--- config.mk ---
export PLATFORM = sky130hd
export DESIGN_NAME = burn_sequencer
export DESIGN_NICKNAME = d
export VERILOG_FILES = /design/src/rtl/thruster_pkg.sv /design/src/rtl/burn_cmd_fifo.sv /design/src/rtl/burn_sequencer.sv
export SDC_FILE = /design/constraint.sdc
export NUM_CORES = 1
export LEC_CHECK = 0
export CAP_MARGIN = 25
export CORE_ASPECT_RATIO = 1.2
export CORE_MARGIN = 2
export CORE_UTILIZATION = 49
export CTS_CLUSTER_SIZE = 16
export DETAILED_ROUTE_END_ITERATION = 8
export HOLD_SLACK_MARGIN = 0.08
export PLACE_DENSITY_LB_ADDON = 0.2
export SLEW_MARGIN = 10
export SYNTH_ARGS = -nofsm -noshare
export SYNTH_HDL_FRONTEND = slang
export SYNTH_HIERARCHICAL = 1
export SYNTH_SLANG_ARGS = --single-unit
--- constraint.sdc ---
create_clock -name clk -period 3.3 [get_ports clk]
set_clock_uncertainty 0.05 [all_clocks]
set_input_delay 0.33 -clock clk [delete_from_list [all_inputs] [get_ports clk]]
set_output_delay 0.33 -clock clk [all_outputs]
set_load 0.01 [all_outputs]
--- src/rtl/thruster_pkg.sv ---
// Shared types and defaults for the thruster command path (burn sequencer and velocity accumulator).
`default_nettype none

package thruster_pkg;

  localparam int THR_N  = 4;
  localparam int THR_DW = 8;

  typedef enum logic [1:0] {
    ST_IDLE  = 2'd0,
    ST_BURN  = 2'd1,
    ST_COAST = 2'd2
  } burn_state_e;

  typedef struct packed {
    logic              dir;
    logic [THR_N-1:0]  mag;
    logic [THR_DW-1:0] dur;
  } burn_cmd_t;

  localparam int BURN_CMD_W = $bits(burn_cmd_t);

endpackage

`default_nettype wire

--- src/rtl/burn_cmd_fifo.sv ---
// Burn command FIFO: power-of-two depth, synchronous flush, registered occupancy count.
`default_nettype none

module burn_cmd_fifo #(
  parameter int W     = 13,
  parameter int DEPTH = 4
) (
  input  logic                     clk,
  input  logic                     rst_n,
  input  logic                     flush,
  input  logic                     push,
  input  logic                     pop,
  input  logic [W-1:0]             wdata,
  output logic [W-1:0]             rdata,
  output logic                     full,
  output logic                     empty,
  output logic [$clog2(DEPTH):0]   level
);

  localparam int AW = $clog2(DEPTH);
  localparam int LW = AW + 1;

  logic [W-1:0]  mem_q [DEPTH];
  logic [AW-1:0] wr_q;
  logic [AW-1:0] rd_q;
  logic [LW-1:0] cnt_q;
  logic          do_push;
  logic          do_pop;

  assign full    = (cnt_q == LW'(DEPTH));
  assign empty   = (cnt_q == '0);
  assign do_push = push && !full;
  assign do_pop  = pop && !empty;
  assign rdata   = mem_q[rd_q];
  assign level   = cnt_q;

  always_ff @(posedge clk or negedge rst_n) begin
    if (!rst_n) begin
      wr_q  <= '0;
      rd_q  <= '0;
      cnt_q <= '0;
    end else if (flush) begin
      wr_q  <= '0;
      rd_q  <= '0;
      cnt_q <= '0;
    end else begin
      if (do_push) wr_q <= wr_q + AW'(1);
      if (do_pop)  rd_q <= rd_q + AW'(1);
      cnt_q <= cnt_q + LW'(do_push) - LW'(do_pop);
    end
  end

  // Storage needs no reset: occupancy alone decides what is valid.
  always_ff @(posedge clk) begin
    if (do_push && !flush) mem_q[wr_q] <= wdata;
  end

endmodule

`default_nettype wire

--- src/rtl/burn_sequencer.sv ---
// Burn sequencer: queues burn commands and replays each as a timed up/down/thrust pulse train.
`default_nettype none

module burn_sequencer
  import thruster_pkg::*;
#(
  parameter int N     = THR_N,
  parameter int DW    = THR_DW,
  parameter int DEPTH = 4,
  parameter int GAP   = 1
) (
  input  logic                     clk,
  input  logic                     rst_n,
  input  logic                     cmd_valid,
  output logic                     cmd_ready,
  input  logic                     cmd_dir,
  input  logic [N-1:0]             cmd_mag,
  input  logic [DW-1:0]            cmd_dur,
  input  logic                     abort,
  output logic                     up,
  output logic                     down,
  output logic [N-1:0]             thrust,
  output logic                     busy,
  output logic                     done,
  output logic [$clog2(DEPTH):0]   level
);

  localparam int LW = $clog2(DEPTH) + 1;
  localparam int GW = $clog2(GAP + 2);
  localparam int CW = (DW > GW) ? DW : GW;

  typedef struct packed {
    logic          dir;
    logic [N-1:0]  mag;
    logic [DW-1:0] dur;
  } cmd_t;

  cmd_t          wr_cmd;
  cmd_t          head;
  logic          full;
  logic          empty;
  logic          push;
  logic          pop;
  logic          take;
  logic          last;
  logic [LW-1:0] fifo_level;
  logic [LW-1:0] level_next;

  burn_state_e   state_q, state_d;
  logic [CW-1:0] cnt_q, cnt_d;
  logic          up_q, up_d;
  logic          down_q, down_d;
  logic [N-1:0]  thrust_q, thrust_d;
  logic          done_q, done_d;
  logic          busy_q, busy_d;

  assign cmd_ready = !full && !abort;
  assign push      = cmd_valid && cmd_ready;
  assign wr_cmd    = {cmd_dir, cmd_mag, cmd_dur};

  burn_cmd_fifo #(
    .W     ($bits(cmd_t)),
    .DEPTH (DEPTH)
  ) u_fifo (
    .clk   (clk),
    .rst_n (rst_n),
    .flush (abort),
    .push  (push),
    .pop   (pop),
    .wdata (wr_cmd),
    .rdata (head),
    .full  (full),
    .empty (empty),
    .level (fifo_level)
  );

  always_comb begin
    state_d  = state_q;
    cnt_d    = cnt_q;
    up_d     = 1'b0;
    down_d   = 1'b0;
    thrust_d = '0;
    done_d   = 1'b0;
    take     = 1'b0;
    pop      = 1'b0;
    last     = (cnt_q == CW'(1));

    case (state_q)
      ST_IDLE: take = !empty;
      ST_BURN: begin
        up_d     = up_q;
        down_d   = down_q;
        thrust_d = thrust_q;
        cnt_d    = cnt_q - CW'(1);
        if (last) begin
          up_d     = 1'b0;
          down_d   = 1'b0;
          thrust_d = '0;
          done_d   = 1'b1;
          if (GAP > 0) begin
            state_d = ST_COAST;
            cnt_d   = CW'(GAP);
          end else begin
            state_d = ST_IDLE;
            // A zero-length head waits one cycle so its done pulse stays distinct.
            take    = !empty && (head.dur != '0);
          end
        end
      end
      ST_COAST: begin
        cnt_d = cnt_q - CW'(1);
        if (last) begin
          state_d = ST_IDLE;
          take    = !empty;
        end
      end
      default: state_d = ST_IDLE;
    endcase

    if (take) begin
      pop = 1'b1;
      if (head.dur != '0) begin
        state_d  = ST_BURN;
        cnt_d    = CW'(head.dur);
        up_d     = head.dir;
        down_d   = !head.dir;
        thrust_d = head.mag;
      end else begin
        state_d = ST_IDLE;
        done_d  = 1'b1;
      end
    end

    if (abort) begin
      state_d  = ST_IDLE;
      cnt_d    = '0;
      pop      = 1'b0;
      up_d     = 1'b0;
      down_d   = 1'b0;
      thrust_d = '0;
      done_d   = 1'b0;
    end
  end

  assign level_next = abort ? '0 : (fifo_level + LW'(push) - LW'(pop));
  assign busy_d     = (state_d != ST_IDLE) || (level_next != '0);

  always_ff @(posedge clk or negedge rst_n) begin
    if (!rst_n) begin
      state_q  <= ST_IDLE;
      cnt_q    <= '0;
      up_q     <= 1'b0;
      down_q   <= 1'b0;
      thrust_q <= '0;
      done_q   <= 1'b0;
      busy_q   <= 1'b0;
    end else begin
      state_q  <= state_d;
      cnt_q    <= cnt_d;
      up_q     <= up_d;
      down_q   <= down_d;
      thrust_q <= thrust_d;
      done_q   <= done_d;
      busy_q   <= busy_d;
    end
  end

  assign up     = up_q;
  assign down   = down_q;
  assign thrust = thrust_q;
  assign done   = done_q;
  assign busy   = busy_q;
  assign level  = fifo_level;

endmodule

`default_nettype wire

# [Word-level counts from Yosys, hierarchy flattened]
# Memories as Yosys holds them, arrays and structs flattened.
# Cells that the tools add are included.
[op_classes] add_sub_neg=7 n_eq_ne=4 mux=43 n_reduce_logical=17
[op_table] cell="8-bit 2-to-1 mux" count=4
[op_table] cell="1-bit 2-to-1 mux" count=21
[op_table] cell="4-bit 2-to-1 mux" count=5
[op_table] cell="2-bit 2-to-1 mux" count=8
[op_table] cell="8-bit case mux with 2 select lines" count=1
[op_table] cell="8-bit by 1-bit == test with 1-bit output, second input constant" count=1
[op_table] cell="8-bit nonzero test" count=1
[op_table] cell="8-bit by 1-bit subtractor with 8-bit output, second input constant" count=1
[op_table] cell="3-bit by 1-bit adder with 3-bit output" count=2
[op_table] cell="3-bit 2-to-1 mux" count=2
[op_table] cell="2-bit case mux with 3 select lines" count=1
[op_table] cell="2-bit nonzero test" count=3
[op_table] cell="3-bit by 1-bit subtractor with 3-bit output" count=2
[op_table] cell="1-bit logical AND" count=5
[op_table] cell="2-bit by 1-bit adder with 2-bit output, second input constant" count=2
[op_table] cell="1-bit logical NOT" count=4
[op_table] cell="3-bit == test, second input constant" count=1
[op_table] cell="3-bit logical NOT" count=1
[op_table] cell="3-bit nonzero test" count=1
[op_table] cell="2-bit by 1-bit == test with 1-bit output, second input constant" count=1
[op_table] cell="2-bit == test, second input constant" count=1
[op_table] cell="2-bit logical NOT" count=1
[op_table] cell="1-bit case mux with 2 select lines" count=1
[op_table] cell="1-bit logical OR" count=1
[word_totals] regBits=25 ram_bits=52 out_inout_bits=12 wordCells=82 mem_count=1
[mem_list] name="u_fifo.mem_q" depth=4 width=13 rd=1 rd_clocked_by_memory_dff=0 wr=1 line="burn_cmd_fifo.sv:23" text="logic [W-1:0] mem_q [DEPTH];"

# [Depth between registers and ports, before layout]
# Gate-level depths: netlist of the first run.
[logic_depth] word_depth=10 depth_mapped=16

# [By module]
# Netlist of the first run, hierarchy kept.
[modules_own_cells] mod="burn_cmd_fifo" n_inst=1 cells_per_inst=116 area_each_um2=2378.5 seq_area_each_um2=1736.7
[modules_own_cells] mod="burn_sequencer" n_inst=1 cells_per_inst=132 area_each_um2=1179.9 seq_area_each_um2=450.4

# [Least setup slack after synthesis of the first run]
# No wires, ideal clock.
[synth_path] kind="register to register" startpoint="reg cnt_q[1]" endpoint="reg busy_q, in the netlist busy" arrival_time_ns=3.035 slack_ns=0.083 path_stages_with_launch=16 path_buffers=1 period_less_slack_ns=3.217 path_cell_list="dfrtp_1 > inv_1 > ha_1 > nor3b_1 > a31oi_1 > or2_0 > buf_2 > nor2_1 > ha_1 > inv_1 > ha_1 > inv_1 > fa_1 > xnor2_1 > a31oi_1 > or3_1"
[synth_via] elab_chain_cells=9 elab_cells_between_ends=15
[synth_lines] item="start, declared" line="burn_sequencer.sv:50" text="logic [CW-1:0] cnt_q, cnt_d;"
[synth_lines] item="start signal, assigned" line="burn_sequencer.sv:159" text="cnt_q <= cnt_d;"
[synth_lines] item="8-bit by 1-bit == test with 1-bit output" line="burn_sequencer.sv:86" text="last = (cnt_q == CW'(1));"
[synth_lines] item="1-bit 2-to-1 mux" line="burn_sequencer.sv:112" text="if (last) begin"
[synth_lines] item="1-bit case mux with 2 select lines" line="burn_sequencer.sv:88" text="case (state_q)"
[synth_lines] item="1-bit 2-to-1 mux" line="burn_sequencer.sv:120" text="if (take) begin"
[synth_lines] item="1-bit 2-to-1 mux" line="burn_sequencer.sv:134" text="if (abort) begin"
[synth_lines] item="net pop" line="burn_sequencer.sv:43" text="logic pop;"
[synth_lines] item="3-bit by 1-bit subtractor with 3-bit output" line="burn_sequencer.sv:145" text="assign level_next = abort ? '0 : (fifo_level + LW'(push) - LW'(pop));"
[synth_lines] item="3-bit 2-to-1 mux" line="burn_sequencer.sv:145"
[synth_lines] item="3-bit nonzero test" line="burn_sequencer.sv:146" text="assign busy_d = (state_d != ST_IDLE) || (level_next != '0);"
[synth_lines] item="1-bit logical OR" line="burn_sequencer.sv:146"
[synth_lines] item="net busy_d" line="burn_sequencer.sv:55" text="logic busy_q, busy_d;"
[synth_lines] item="end signal, assigned" line="burn_sequencer.sv:164" text="busy_q <= busy_d;"
[synth_lines] item="end, declared" line="burn_sequencer.sv:55"
# The timed path passes the listed nets, and every way through them passes these cells.
# A chain may end at the register's enable or synchronous reset.

# [Worst setup path in the final report of the first run]
[layout_path] startpoint="reg cnt_q[2]" endpoint="reg busy_q, in the netlist busy"
# The elaborated chain is that of the path after synthesis.

==> results, run 1 <==
- After filler insertion, the fill cell instance count of the layout stands at 583.
- The maximum number of buffers from clock root to sink is 2.
- The number of register bits inferred by synthesis is 77.
- The iteration count of the initial detailed-routing pass is 4.
- The overall die area is 7960 sq um.
- The worst path in the final design needs a cycle of 2.98 ns, including I/O delays and setup.
- At the pin with the least slew margin, the transition time is 0.669 ns.
- The final number of max-transition violations is 0.
- The worst register-to-register path has a depth of 12.
- The final instance area is 4220 sq um.
- Synthesis produced 248 cells.
- The initial antenna violation count is 0.
- In the post-synthesis netlist, the biggest area contributors are sky130_fd_sc_hd__edfxtp_1 44%, sky130_fd_sc_hd__dfrtp_1 18%, sky130_fd_sc_hd__mux4_2 5.1%.
- In this run the worst path has a maximum fanout of 5.
- Of the post-synthesis cell area, the dominant cell type holds 0.439.
- Setup repair after global routing left no endpoint under its margin.
- The detail route stage leaves a number of antenna-violating nets equal to 0.
- The final weighted congestion in routability-driven placement is 0.798.
- During I/O placement, the number of pins put on the boundary was 29.
- Static timing analysis puts the maximum clock frequency at 335 MHz.
- STA classifies the critical path startpoint as a flop.
- After clock tree synthesis, the clock-pin slew on the worst setup and hold paths is 0.08 ns.
- The net count of the finished layout is 325.
- After detailed routing, the average wire length per cell comes to 15.9 microns.
- The analysis attributes to cell leakage a power of 1.58 nW.
- The max-cap check violation count is 0.
- The first global-routing pass estimated 10.3 mm of wire.
- The number of nets handed over by synthesis was 281.
- The cell type contributing the most total cell area after synthesis is sky130_fd_sc_hd__edfxtp_1.
- The die span in x is 81.8 microns.
- The prevailing post-synth register cell is sky130_fd_sc_hd__edfxtp_1.
- The clock latency at the later pin of the worst-skew pair is 0.34 ns.
- By count the netlist is led by 52 x sky130_fd_sc_hd__edfxtp_1, 25 x sky130_fd_sc_hd__dfrtp_1, 18 x sky130_fd_sc_hd__nor2_1.
- In this run the core area contains 34 standard-cell rows.
- The number of buffers added to fix hold violations after cts is 0.
- Of the available clock period, the critical path in the final layout requires 0.904.
- After clock tree synthesis, the setup repair step added 0 buffers.
- The fraction of final layout cells with drive strength greater than 1 is 0.152.
- The count of different cell masters after synthesis is 44.
- Across every metal layer, demand over resource in global routing totals 0.174.
- For the final routed database, the setup TNS stands at 0 ns.
- The die extent in y is 97.4 microns.
- The critical path in this run is classified as flop to flop.
- The layout overhead on the synthesized area is 18.5%.
- The number of failing setup endpoints in the final timing report is 0.
- The total number of vias is 2093.
- For this run, design rule violations remaining after detail routing come to 0.
- In this run the cell area measured after placement is 4000 sq um.
- A synthesized cell averages 14.3 sq um.
- The core footprint is 7150 sq um.
- The worst flop-to-flop path startpoint is cnt_q[2].
- The arrival time reported for the critical path endpoint is 3.15 ns.
- The path category of the worst min-delay check is primary input to async pin.
- The post-synthesis async set-or-reset flop share is 0.325.
- The number of CTS-inserted buffers is 9.
- The via count of the first global-routing pass is 2120.
- The pin count of the biggest net entering global routing is 26.
- In this run, the number of DRC markers left after iteration 0 of detailed routing was 89.
- During placement, the flow inserted port buffers numbering 28.
- The worst pin sits at a relative slew slack of 0.553.
- The part of the Yosys area used for sequential elements is 0.615.
- The count of warnings emitted by yosys is 6.
- The per-cell via count in the routed design is 5.41.
- The run finished with clean final reports.
- The overall routed net length is 6.13 mm.
- For this configuration, the core starts out at a cell density of 0.498.
- CTS built an H-tree with a depth of 3.
- The data required time at the worst endpoint is 3.47 ns.
- The most common cell in the synthesized netlist is sky130_fd_sc_hd__edfxtp_1.
- The number of antenna diodes in the final layout is 0.
- The total overflow reported by the global router is 0.
- The CTS tree is yes.
- The buffer cell driving the clock tree root is sky130_fd_sc_hd__clkbuf_8.
- Counting every sink on the clock net gives 77.
- The number of flops mapped to enable cells by yosys is 52.
- The detailed placement HPWL is 4.29 mm.
- The register-to-register setup slack is 0.32 ns.
- The capture instance of the worst register-to-register path is busy.
- STA classifies the critical path endpoint as a flop.
- The largest voltage drop on the vdd net is 0.000343 V.
- The worst hold slack is 0.305 ns.
- Power spread over the standard cell area amounts to 695 nW/um^2.
- The final number of hold-violating endpoints is 0.
- The total standard cell area after synthesis is 3560 sq um.
## metal layers
| metal | GRT usage | vias up | part of all wire |
|---|---|---|---|
| met3 | 0.0316 | 10 | 0.027 |
| met5 | 0 | - | 0 |
| li1 | - | 1005 | - |
| met2 | 0.273 | 32 | 0.52 |
| met1 | 0.231 | 1046 | 0.44 |
| met4 | 0.0872 | 0 | 0.015 |
## report_power, final
part           switching [W]  total (W)  internal [W]  leakage (nW)
logic               0.000504   0.000978      0.000473         0.673
clock network       0.000346   0.000722      0.000376         0.101
registers           0.000102    0.00123       0.00113         0.808
## worst max-delay path by stage
stage,from,cells past startpoint,to,slack [ns]
after floorplan,cnt_q[1],15,busy,0.08
after global placement,cnt_q[1],14,busy,0.29
after detailed placement,cnt_q[1],14,busy,0.22
after CTS,cnt_q[1],14,busy,0.20
after global routing,cnt_q[1],14,busy,0.009
final,cnt_q[2],12,busy,0.32
## state kept, by name (all words and copies together), names as in the netlist
signal / count
down: 1
state_q: 2
u_fifo/rd_q: 2
busy: 1
u_fifo/wr_q: 2
done: 1
thrust: 4
up: 1
u_fifo/mem_q: 52
u_fifo/level: 3
cnt_q: 8
## timing repair
item / CTS / global route
gates resized for setup: 0 / 2
setup endpoints to repair: 0 / 3
hold endpoints to repair: 0 / 0
## logic make-up after synthesis
family / share of synthesized area
DFF: 0.615
xor gates and xnor gates: 0.0246
AOI/OAI and AO/OA: 0.0672
buffers and inverters: 0.0341
adders and majority gates: 0.0605
and+or+nand+nor: 0.109
muxes: 0.0904
## critical path: stages (launching register included)
cell                      delay (ns)
sky130_fd_sc_hd__dfrtp_1        0.45
sky130_fd_sc_hd__nor4_4         0.41
sky130_fd_sc_hd__a31oi_1        0.16
sky130_fd_sc_hd__or2_0          0.24
sky130_fd_sc_hd__nor2_1         0.15
sky130_fd_sc_hd__ha_1           0.25
sky130_fd_sc_hd__inv_1          0.05
sky130_fd_sc_hd__ha_1           0.13
sky130_fd_sc_hd__inv_1          0.05
sky130_fd_sc_hd__fa_1           0.37
sky130_fd_sc_hd__xnor2_1        0.16
sky130_fd_sc_hd__a31oi_1        0.08
sky130_fd_sc_hd__or3_1          0.30
## cell type report
cell class / instances / area, sq um / share of cell area
well taps: 90 / 113 / 0.0267
clock buffers: 10 / 138 / 0.0326
multi-input cells: 146 / 1260 / 0.299
inverters: 15 / 56.3 / 0.0133
repair buffers: 43 / 393 / 0.0931
clock inverters: 6 / 70.1 / 0.0166
flip-flops and latches: 77 / 2190 / 0.519
## layout by cell type (no fill, tap or decap), drive strengths merged, types with 7 or more instances in the layout
master,count
xor2,7
a21oi,11
edfxtp,52
clkdlybuf4s50,28
nand3,7
buf,15
inv,17
ha,14
clkbuf,10
nor2,18
nand2,14
dfrtp,25
mux4,13
o32ai,7
nand2b,8
## metrics by stage
stage               std cells  power [W]  setup WS, ns   util
global placement          371    0.00223         0.289  0.560
finish                    387    0.00293         0.316  0.590
floorplan                 248    0.00191        0.0833      -
CTS                       387    0.00297         0.199  0.589
global route              387    0.00314       0.00854  0.590
detailed placement        371    0.00223         0.218  0.560
Power figures use the tool's default switching activity.
==> inputs of run 2 (changes only) <==
--- a/config.mk
+++ b/config.mk
@@ -7,7 +7,6 @@
 export LEC_CHECK = 0
 export CAP_MARGIN = 25
 export CORE_ASPECT_RATIO = 1.2
-export CORE_MARGIN = 2
 export CORE_UTILIZATION = 49
 export CTS_CLUSTER_SIZE = 16
 export DETAILED_ROUTE_END_ITERATION = 8
==> run 2 against run 1 <==
Sequential power barely moved. Register-to-register slack about the same. Final cell count shrank 0.78%. Critical path type unchanged. Largest power group unchanged.
==> results, run 2 (synthesized netlist as in run 1, its figures left out) <==
- The switching share of total power was 0.328 (was 0.325).
- The path category of the worst min-delay check is primary input to async pin (unchanged).
- The row count is 33 (was 34).
- The highest attainable clock frequency was 336 MHz (was 335 MHz).
- The CTS tree was yes (unchanged).
- The total overflow reported by the global router is 0 (unchanged).
- The post-detailed-route DRC marker count was 0 (unchanged).
- The peak fanout along the critical path came to 5 (unchanged).
- Result of the run: finished clean (unchanged).
- The fraction of final layout cells with drive strength greater than 1 came to 0.152 (unchanged).
- The wire length of the first global-routing pass is 10.4 mm (was 10.3 mm).
- The count of buffers from port buffering came to 28 (unchanged).
- The switching power total is 0.000963 W (was 0.000952 W).
- The arrival time reported for the critical path endpoint is 3.15 ns (about the same).
- The standard cell area after detailed placement came to 4000 sq um (about the same).
- RSZ-0062 raised after global routing: false (unchanged).
- The final number of max-transition violations was 0 (unchanged).
- The worst hold slack is 0.321 ns (was 0.305 ns).
- The clock slew at the register clock pins of the worst setup and hold paths is 0.08 ns (about the same).
- The cell-internal power is 0.00197 W (was 0.00198 W).
- The core footprint is 6940 sq um (was 7150 sq um).
- The capture instance of the worst register-to-register path is busy (unchanged).
- The data required time at the worst endpoint is 3.47 ns (about the same).
- The pin count of the biggest net entering global routing was 26 (unchanged).
- The layout overhead on the synthesized area is 18.4% (was 18.5%).
- The iteration count of the initial detailed-routing pass is 4 (unchanged).
- The overall routed net length was 6.22 mm (was 6.13 mm).
- The clock latency at the later pin of the worst-skew pair came to 0.34 ns (about the same).
- The library cell contributing the largest single delay on the critical path is sky130_fd_sc_hd__dfrtp_1 (unchanged).
- The max-cap check violation count is 0 (unchanged).
- The overall die area came to 7610 sq um (was 7960 sq um).
- The total negative setup slack came to 0 ns (unchanged).
- The number of buffers inserted to repair setup after CTS is 0 (unchanged).
- The total leakage power is 1.59 nW (was 1.58 nW).
- The proportion of power drawn by flip-flops and latches is 0.420 (was 0.421).
- The final instance area is 4210 sq um (was 4220 sq um).
- The number of failing setup endpoints in the final timing report was 0 (unchanged).
- The register ranked first by flip-flop count is u_fifo/mem_q (unchanged).
- The detailed router's first-iteration violation count is 93 (was 89).
- The clock network fraction of total power is 0.244 (was 0.246).
- Crit-path cells: nor4_4, a31oi_1, or2_0, nor2_1, ha_1, inv_1, ha_1, inv_1, fa_1, xnor2_1, a31oi_1, or3_1 (unchanged).
- The minimum period implied by the final worst setup slack was 2.98 ns (about the same).
- The via count of the first global-routing pass is 2183 (was 2120).
- The detailed placement HPWL is 4.30 mm (was 4.29 mm).
- The biggest cell delay along the critical path is 0.45 ns (about the same).
- The number of placed instances, taps included was 368 (was 371).
- The power per standard cell area is 696 nW/um^2 (was 695 nW/um^2).
- The clock net sink count is 77 (unchanged).
- The total number of H-tree levels was 3 (unchanged).
- The slew of the pin with the lowest slew margin is 0.659 ns (was 0.669 ns).
- The aggregate global-route resource usage is 0.188 (was 0.174).
- The maximum number of buffers from clock root to sink came to 2 (unchanged).
- The number of buffers added to fix hold violations after cts is 0 (unchanged).
- The critical path class is flop to flop (unchanged).
- The largest voltage drop on the vdd net is 0.000318 V (was 0.000343 V).
- The register-to-register setup slack is 0.32 ns (about the same).
- Commonest cells after routing, fill and taps aside: 52 x sky130_fd_sc_hd__edfxtp_1, 28 x sky130_fd_sc_hd__clkdlybuf4s50_1, 25 x sky130_fd_sc_hd__dfrtp_1, 18 x sky130_fd_sc_hd__nor2_1 (unchanged).
- The number of antenna diodes was 0 (unchanged).
- The cell count of the worst reg-to-reg path is 12 (unchanged).
- The number of nets with antenna violations after routing was 0 (unchanged).
- The die span in x was 79.8 microns (was 81.8 microns).
- The quantity of gates resized following cts came to 0 (unchanged).
- The per-cell via count in the routed design is 5.44 (was 5.41).
- The number of CTS-inserted buffers is 9 (unchanged).
- The startpoint type of the worst setup path was a flop (unchanged).
- The portion of total power attributed to combinational logic is 0.336 (was 0.333).
- The type of destination of the critical path is a flop (unchanged).
- The period utilization came to 0.902 (was 0.904).
- The die extent in y is 95.4 microns (was 97.4 microns).
- The buffer cell driving the clock tree root is sky130_fd_sc_hd__clkbuf_8 (unchanged).
- The final number of hold-violating endpoints is 0 (unchanged).
- The worst slew margin relative to its limit is 0.560 (was 0.553).
- The average detailed-routed wire length per instance came to 16.2 microns (was 15.9 microns).
- The number of top-level pins came to 29 (unchanged).
- The total number of vias is 2090 (was 2093).
- The most common cell after layout, fill and taps aside is sky130_fd_sc_hd__edfxtp_1 (unchanged).
- The number of flip-flops in the largest register is 52 (unchanged).
- The initial cell density of the core is 0.513 (was 0.498).
- The net count of the finished layout is 325 (unchanged).
- The final weighted congestion in routability-driven placement is 0.777 (was 0.798).
- The post-layout instance count excluding filler cells is 384 (was 387).
- The initial antenna violation count is 0 (unchanged).
- The worst flop-to-flop path startpoint was cnt_q[2] (unchanged).
run 2: final cells by class:
class                   instances  area, sq um
well taps                      87          109
fillers                       567         2730
flip-flops and latches         77         2190
inverters                      15         56.3
multi-input cells             146         1250
clock inverters                 5         37.5
repair buffers                 43          393
clock buffers                  11          174
run 2: routing by layer:
layer | part of all wire | track usage | vias to the layer above
li1 | - | - | 1011
met1 | 0.43 | 0.232 | 1040
met2 | 0.52 | 0.323 | 35
met3 | 0.033 | 0.0373 | 4
met4 | 0.010 | 0.0804 | 0
met5 | 0 | 0 | -
run 2: worst max path at each step:
stage,startpoint,end,slack (ns)
6_report,cnt_q[2],busy,0.32
5_1_grt,cnt_q[2],busy,0.04
4_1_cts,cnt_q[1],busy,0.22
3_5_place_dp,cnt_q[1],busy,0.21
3_3_place_gp,cnt_q[1],busy,0.30
2_1_floorplan,cnt_q[1],busy,0.08
run 2: critical path, delay by kind of cell (launching register included):
family / cells / cell delay (ns)
XOR/XNOR: 1 / 0.16
AND/OR/NAND/NOR: 4 / 1.09
buffers and inverters: 2 / 0.10
flip-flops: 1 / 0.45
AO/OA/AOI/OAI: 2 / 0.25
adder cells (fa/ha/maj): 3 / 0.75
run 2: stage by stage:
| step | utilization | total power, W | setup WS [ns] |
|---|---|---|---|
| floorplan | - | 0.00191 | 0.0833 |
| global placement | 0.576 | 0.00222 | 0.301 |
| detailed placement | 0.576 | 0.00224 | 0.208 |
| CTS | 0.606 | 0.00296 | 0.219 |
| global route | 0.607 | 0.00313 | 0.0355 |
| finish | 0.607 | 0.00293 | 0.325 |
run 2: power groups by stage:
stage,sequential [W],clock [W],combinational (W)
after floorplan,0.00125,0,0.000664
after global placement,0.00125,0,0.000974
after detailed placement,0.00125,0,0.000983
after CTS,0.00123,0.000738,0.000988
after global routing,0.00125,0.000776,0.00110
final,0.00123,0.000716,0.000984
==> edit 1: new RTL, settings of run 2 <==
The 3 states of `burn_state_e` get a one-hot encoding in 3 bits.
--- a/src/rtl/thruster_pkg.sv
+++ b/src/rtl/thruster_pkg.sv
@@ -6,10 +6,10 @@
   localparam int THR_N  = 4;
   localparam int THR_DW = 8;
 
-  typedef enum logic [1:0] {
-    ST_IDLE  = 2'd0,
-    ST_BURN  = 2'd1,
-    ST_COAST = 2'd2
+  typedef enum logic [2:0] {
+    ST_IDLE  = 3'b001,
+    ST_BURN  = 3'b010,
+    ST_COAST = 3'b100
   } burn_state_e;
 
   typedef struct packed {
Function: same outputs for any inputs over 4 cycles, from zero or initial values and one cycle with rst_n low; so few cycles prove little.
==> edit 1 against run 2 <==
- first-iteration DRC count rose by 44%
- sequential power rose by 6%
- sequential cell count rose by 1
- clock power fell by 9.1%
- cell area rose by 1.2%
- total power fell by 1.3%
- setup slack got worse by 0.013 ns
- hold slack got worse by 0.0065 ns
- count of clock-buffer cells in the layout fell by 2
- fmax fell by 0.42%
- highest routed layer unchanged
- combinational power fell by 4.4%
- largest cell class unchanged
- critical path type unchanged
- wire length rose by 4.7%
- synthesized area rose by 4.3%
==> edit 1: results (changes against run 2) <==
| Metric | Value |
|---|---|
| Nets | 317 (-2.5%) |
| Routed met2 length | 3430 um (+5.4%) |
| Post-synth top area share | 42.1% (-1.8 points) |
| Met3 Use GR | 4.04% (+0.31 points) |
| Compound-Gate Fraction of Synth Area | 7.25% (+0.53 points) |
| Outcome | complete, no violations |
| Post-DP HPWL | 4390 um (+2.0%) |
| Iteration-0 DRC Markers | 134 (+44%) |
| Post-DP Area | 4070 um2 (+1.9%) |
| Crit path max-delay family | adder cells |
| Area contributors post-synth | edfxtp_1, dfrtp_1, mux4_2 |
| Slew HR | 57.0% (+1.0 points) |
| WL per Instance | 17.0 um (+5.0%) |
| Routed vias/inst | 5.55 (+1.9%) |
| Reg area | 2210 um2 (+1.2%) |
| Critical Path Fanout Max | 6 (+1) |
| Yosys cell types | 56 (+27%) |
| Antenna violations before repair | 0 (unchanged) |
| Flip-flop count of the largest register after layout | 52 (unchanged) |
| Synth Net Count | 279 (-0.71%) |
| Post-synthesis xor/xnor area fraction | 2.36% (-0.10 points) |
| Syn Area/Cell | 14.8 um2 (+3.5%) |
| Multiplexer share of the synthesized area | 9.20% (+0.16 points) |
| Fraction of area in non-clock buffers | 8.52% (-0.81 points) |
| Worst VDD drop | 458 uV (+44%) |
| Post-place setup slack | 0.300 ns (+0.0919 ns) |
| First-pass GRT wire length | 10,700 um (+2.8%) |
| Adder-Cell Fraction of Synth Area | 4.45% (-1.6 points) |
| Clkbuf count | 9 (-2) |
| Crit-path max cell delay | 0.48 ns (+0.03 ns) |
| Met2 usage | 30.0% (-2.3 points) |
| Wl on met1 | 2780 um (+3.0%) |
| Placed cell count | 367 (-0.27%) |
| Htree depth | 3 (unchanged) |
| Global-route usage over all layers | 18.7% (-0.16 points) |
| Global Route met1 Usage | 24.2% (+1.0 points) |
| Post-synth ARST share | 33.3% (+0.87 points) |
| Site Rows | 34 (+3.0%) |
| Total wire length | 6520 um (+4.7%) |
| Leakage | 0.00156 uW (-1.3%) |
| Fraction of area in multi-input gates | 31.6% (+1.8 points) |
| Buffers, non-clock | 39 (-9.3%) |
| Wire length on met3 | 222 um (+6.7%) |
| Multi-input gates | 148 (+1.4%) |
| Vias in the first global route | 2,181 (-0.092%) |
| Clk cell area share | 4.26% (-0.76 points) |
| P&R area growth vs syn | 14.8% |
| Flops & latches, synth | 78 (+1.3%) |
| Register area share after synthesis | 59.6% (-1.8 points) |
| Logic inverters | 12 (-3) |
## edit 1: power by group
group          total, uW  leakage, uW  internal, uW  switching [uW]
sequential          1300     0.000821          1150             149
clock                651    0.0000881           283             367
combinational        941     0.000656           478             463
## edit 1: cells by family after synthesis
| logic type | after synthesis |
|---|---|
| buffers and inverters | 24 |
| AOI/OAI and AO/OA | 32 |
| xor gates and xnor gates | 10 |
| and+or+nand+nor | 78 |
| muxes | 16 |
| DFF | 78 |
| adders and majority gates | 12 |
## edit 1: final timing paths
kind | end | startpoint | slack (ns) | depth (start not counted)
setup / recovery | busy | cnt_q[0] | 0.31 | 14
hold / removal | cnt_q[7] | rst_n | 0.31 | 2
setup reg to reg | busy | cnt_q[0] | 0.31 | 14
hold reg to reg | down | down | 0.49 | 2
max in group asynchronous | state_q[0] | rst_n | 2.56 | 2
min in group clk | down | down | 0.49 | 2
## edit 1: repair_timing
action	4_1_cts	5_1_grt
hold buffers	0	0
resized for setup	0	1
setup endpoints to repair	0	1
==> edit 2: new RTL, settings of run 2 <==
Without the edit above. Change the package constant `THR_N` from 4 to 8.
--- a/src/rtl/thruster_pkg.sv
+++ b/src/rtl/thruster_pkg.sv
@@ -3,7 +3,7 @@
 
 package thruster_pkg;
 
-  localparam int THR_N  = 4;
+  localparam int THR_N  = 8;
   localparam int THR_DW = 8;
 
   typedef enum logic [1:0] {
Ports: changed (resized cmd_mag and thrust); port bits go from 29 to 37. The function was not compared with the original's and may differ.
==> edit 2 against run 2 <==
- total power grew 21%
- hold slack worse by 0.024 ns
- wire length is 22% higher
- setup slack got worse by 0.025 ns
- first-iteration DRC count increased by 5.4%
- synthesized area is 24% higher
- sequential cell count is 20 higher
- cell area up 24%
- combinational power rose by 24%
- fmax decreased by 0.85%
- via count up 22%
==> edit 2: results (changes against run 2) <==
| Metric | Value |
|---|---|
| Outcome | complete, no violations |
| Compound-Gate Fraction of Synth Area | 5.69% (-1.0 points) |
| Iteration-0 DRC Markers | 98 (+5.4%) |
| Nets | 384 (+18%) |
| Global-route usage over all layers | 18.0% (-0.80 points) |
| Leakage | 0.00190 uW (+20%) |
| R2R depth | 15 (+3) |
| Final RePlAce weighted congestion | 0.832 (+7.0%) |
| Count of flip-flops with a built-in enable after synthesis | 68 (+31%) |
| Clock-pin slew on the worst setup and hold paths | 0.10 ns (+0.02 ns) |
| Multiplexer share of the synthesized area | 10.6% (+1.6 points) |
| Placed cell count | 452 (+23%) |
| WP data arrival | 3.18 ns (+0.03 ns) |
| Post-synthesis xor/xnor area fraction | 1.99% (-0.47 points) |
| Final std cells w/o fill | 469 (+22%) |
| Reg with most FFs | u_fifo/mem_q |
| Adder-Cell Fraction of Synth Area | 4.89% (-1.2 points) |
| First-pass GRT wire length | 12,500 um (+20%) |
| Fillers | 689 (+22%) |
| Layout cells sized above 1 | 13.6% (-1.5 points) |
| Area contributors post-synth | edfxtp_1, dfrtp_1, mux4_1 |
| Syn Area/Cell | 15.0 um2 (+4.6%) |
| CTS Buf Count | 9 (unchanged) |
| Synth cell count leaders | edfxtp_1, dfrtp_1, nand2_1, a21oi_1, mux4_1 |
| Slew HR | 51.8% (-4.2 points) |
| Clock Path Buffers | 2 (unchanged) |
| Largest net degree at the start of global routing | 30 (+15%) |
| Flip-flop count of the largest register after layout | 68 (+31%) |
| Root buf cell | clkbuf_8 |
| Total wire length | 7610 um (+22%) |
| Critical Path Fanout Max | 3 (-2) |
| Yosys synthesis warning count | 6 (unchanged) |
| Synth Net Count | 330 (+17%) |
| Antenna violations before repair | 0 (unchanged) |
| Initial DRT Pass Iterations | 4 (unchanged) |
| Post-DP Area | 4950 um2 (+24%) |
| Count of input and output buffers | 36 (+29%) |
| Diodes inserted | 0 (unchanged) |
| Yosys cell types | 42 (-4.5%) |
| Routed vias/inst | 5.44 (-0.10%) |
| Post-place setup slack | 0.111 ns (-0.0966 ns) |
| Worst hold path class | in -> async |
| Post-synth ARST share | 29.9% (-2.6 points) |
| Register area share after synthesis | 62.9% (+1.5 points) |
| Worst VDD drop | 280 uV (-12%) |
| Worst skew pair latency | 0.35 ns |
| Post-DP HPWL | 5190 um (+21%) |
| Vias in the first global route | 2,556 (+17%) |
| Htree depth | 3 (unchanged) |
[edit 2: changes by cell type in the layout (fill, tap and decap cells not counted), moves of 6 or more]
cell             before  now
a21oi_1              11   17
clkdlybuf4s50_1      28   36
edfxtp_1             52   68
mux4_1                5   17
mux4_2                8    0
nand2_1              13   19
nand3_1               7   13
o32ai_1               6    0
[edit 2: what timing repair did]
item	4_1_cts	5_1_grt
endpoints found under the setup margin	0	1
setup buffers	0	1
resized for setup	0	5
[edit 2: path summary, 6_finish.rpt]
path,to,slack (ns),from
min in group clk,up,0.49,up
worst max register to register,busy,0.30,cnt_q[1]
worst min register to register,up,0.49,up
worst min-delay path,busy,0.30,rst_n
max in group asynchronous,cnt_q[5],2.62,rst_n
worst max-delay path,busy,0.30,cnt_q[1]
[edit 2: power breakdown]
| part | switching [uW] | internal, uW |
|---|---|---|
| Combinational | 656 | 569 |
| Sequential | 95.6 | 1420 |
| Clock | 446 | 376 |
[edit 2: final cells by class]
cell class                      instances  area [um2]  share of cell area, %
Inverter                               16        60.1                   1.15
Clock buffer                            9         124                   2.38
Multi-Input combinational cell        169        1510                   29.1
Sequential cell                        97        2770                   53.2
Tap cell                              117         146                   2.81
Timing Repair Buffer                   54         495                   9.52
Clock inverter                          7        95.1                   1.83
[edit 2: worst max-delay path, cell delays in order (launching register included)]
cell and delay, ns:
dfrtp_1 0.39, inv_1 0.09, ha_1 0.15, nor3b_4 0.24, a31oi_2 0.15, nor3_2 0.21
ha_1 0.25, inv_1 0.06, ha_1 0.13, inv_1 0.05, fa_1 0.36, xor2_1 0.17
xnor2_1 0.13, nand3b_1 0.13, a2111oi_2 0.21, a221oi_1 0.13
[edit 2: per-layer routing]
metal	GRT usage [%]	part of all wire, %
met3	3.84	2.9
met1	23.7	44
met4	6.68	1.5
met2	29.3	52
met5	0	0
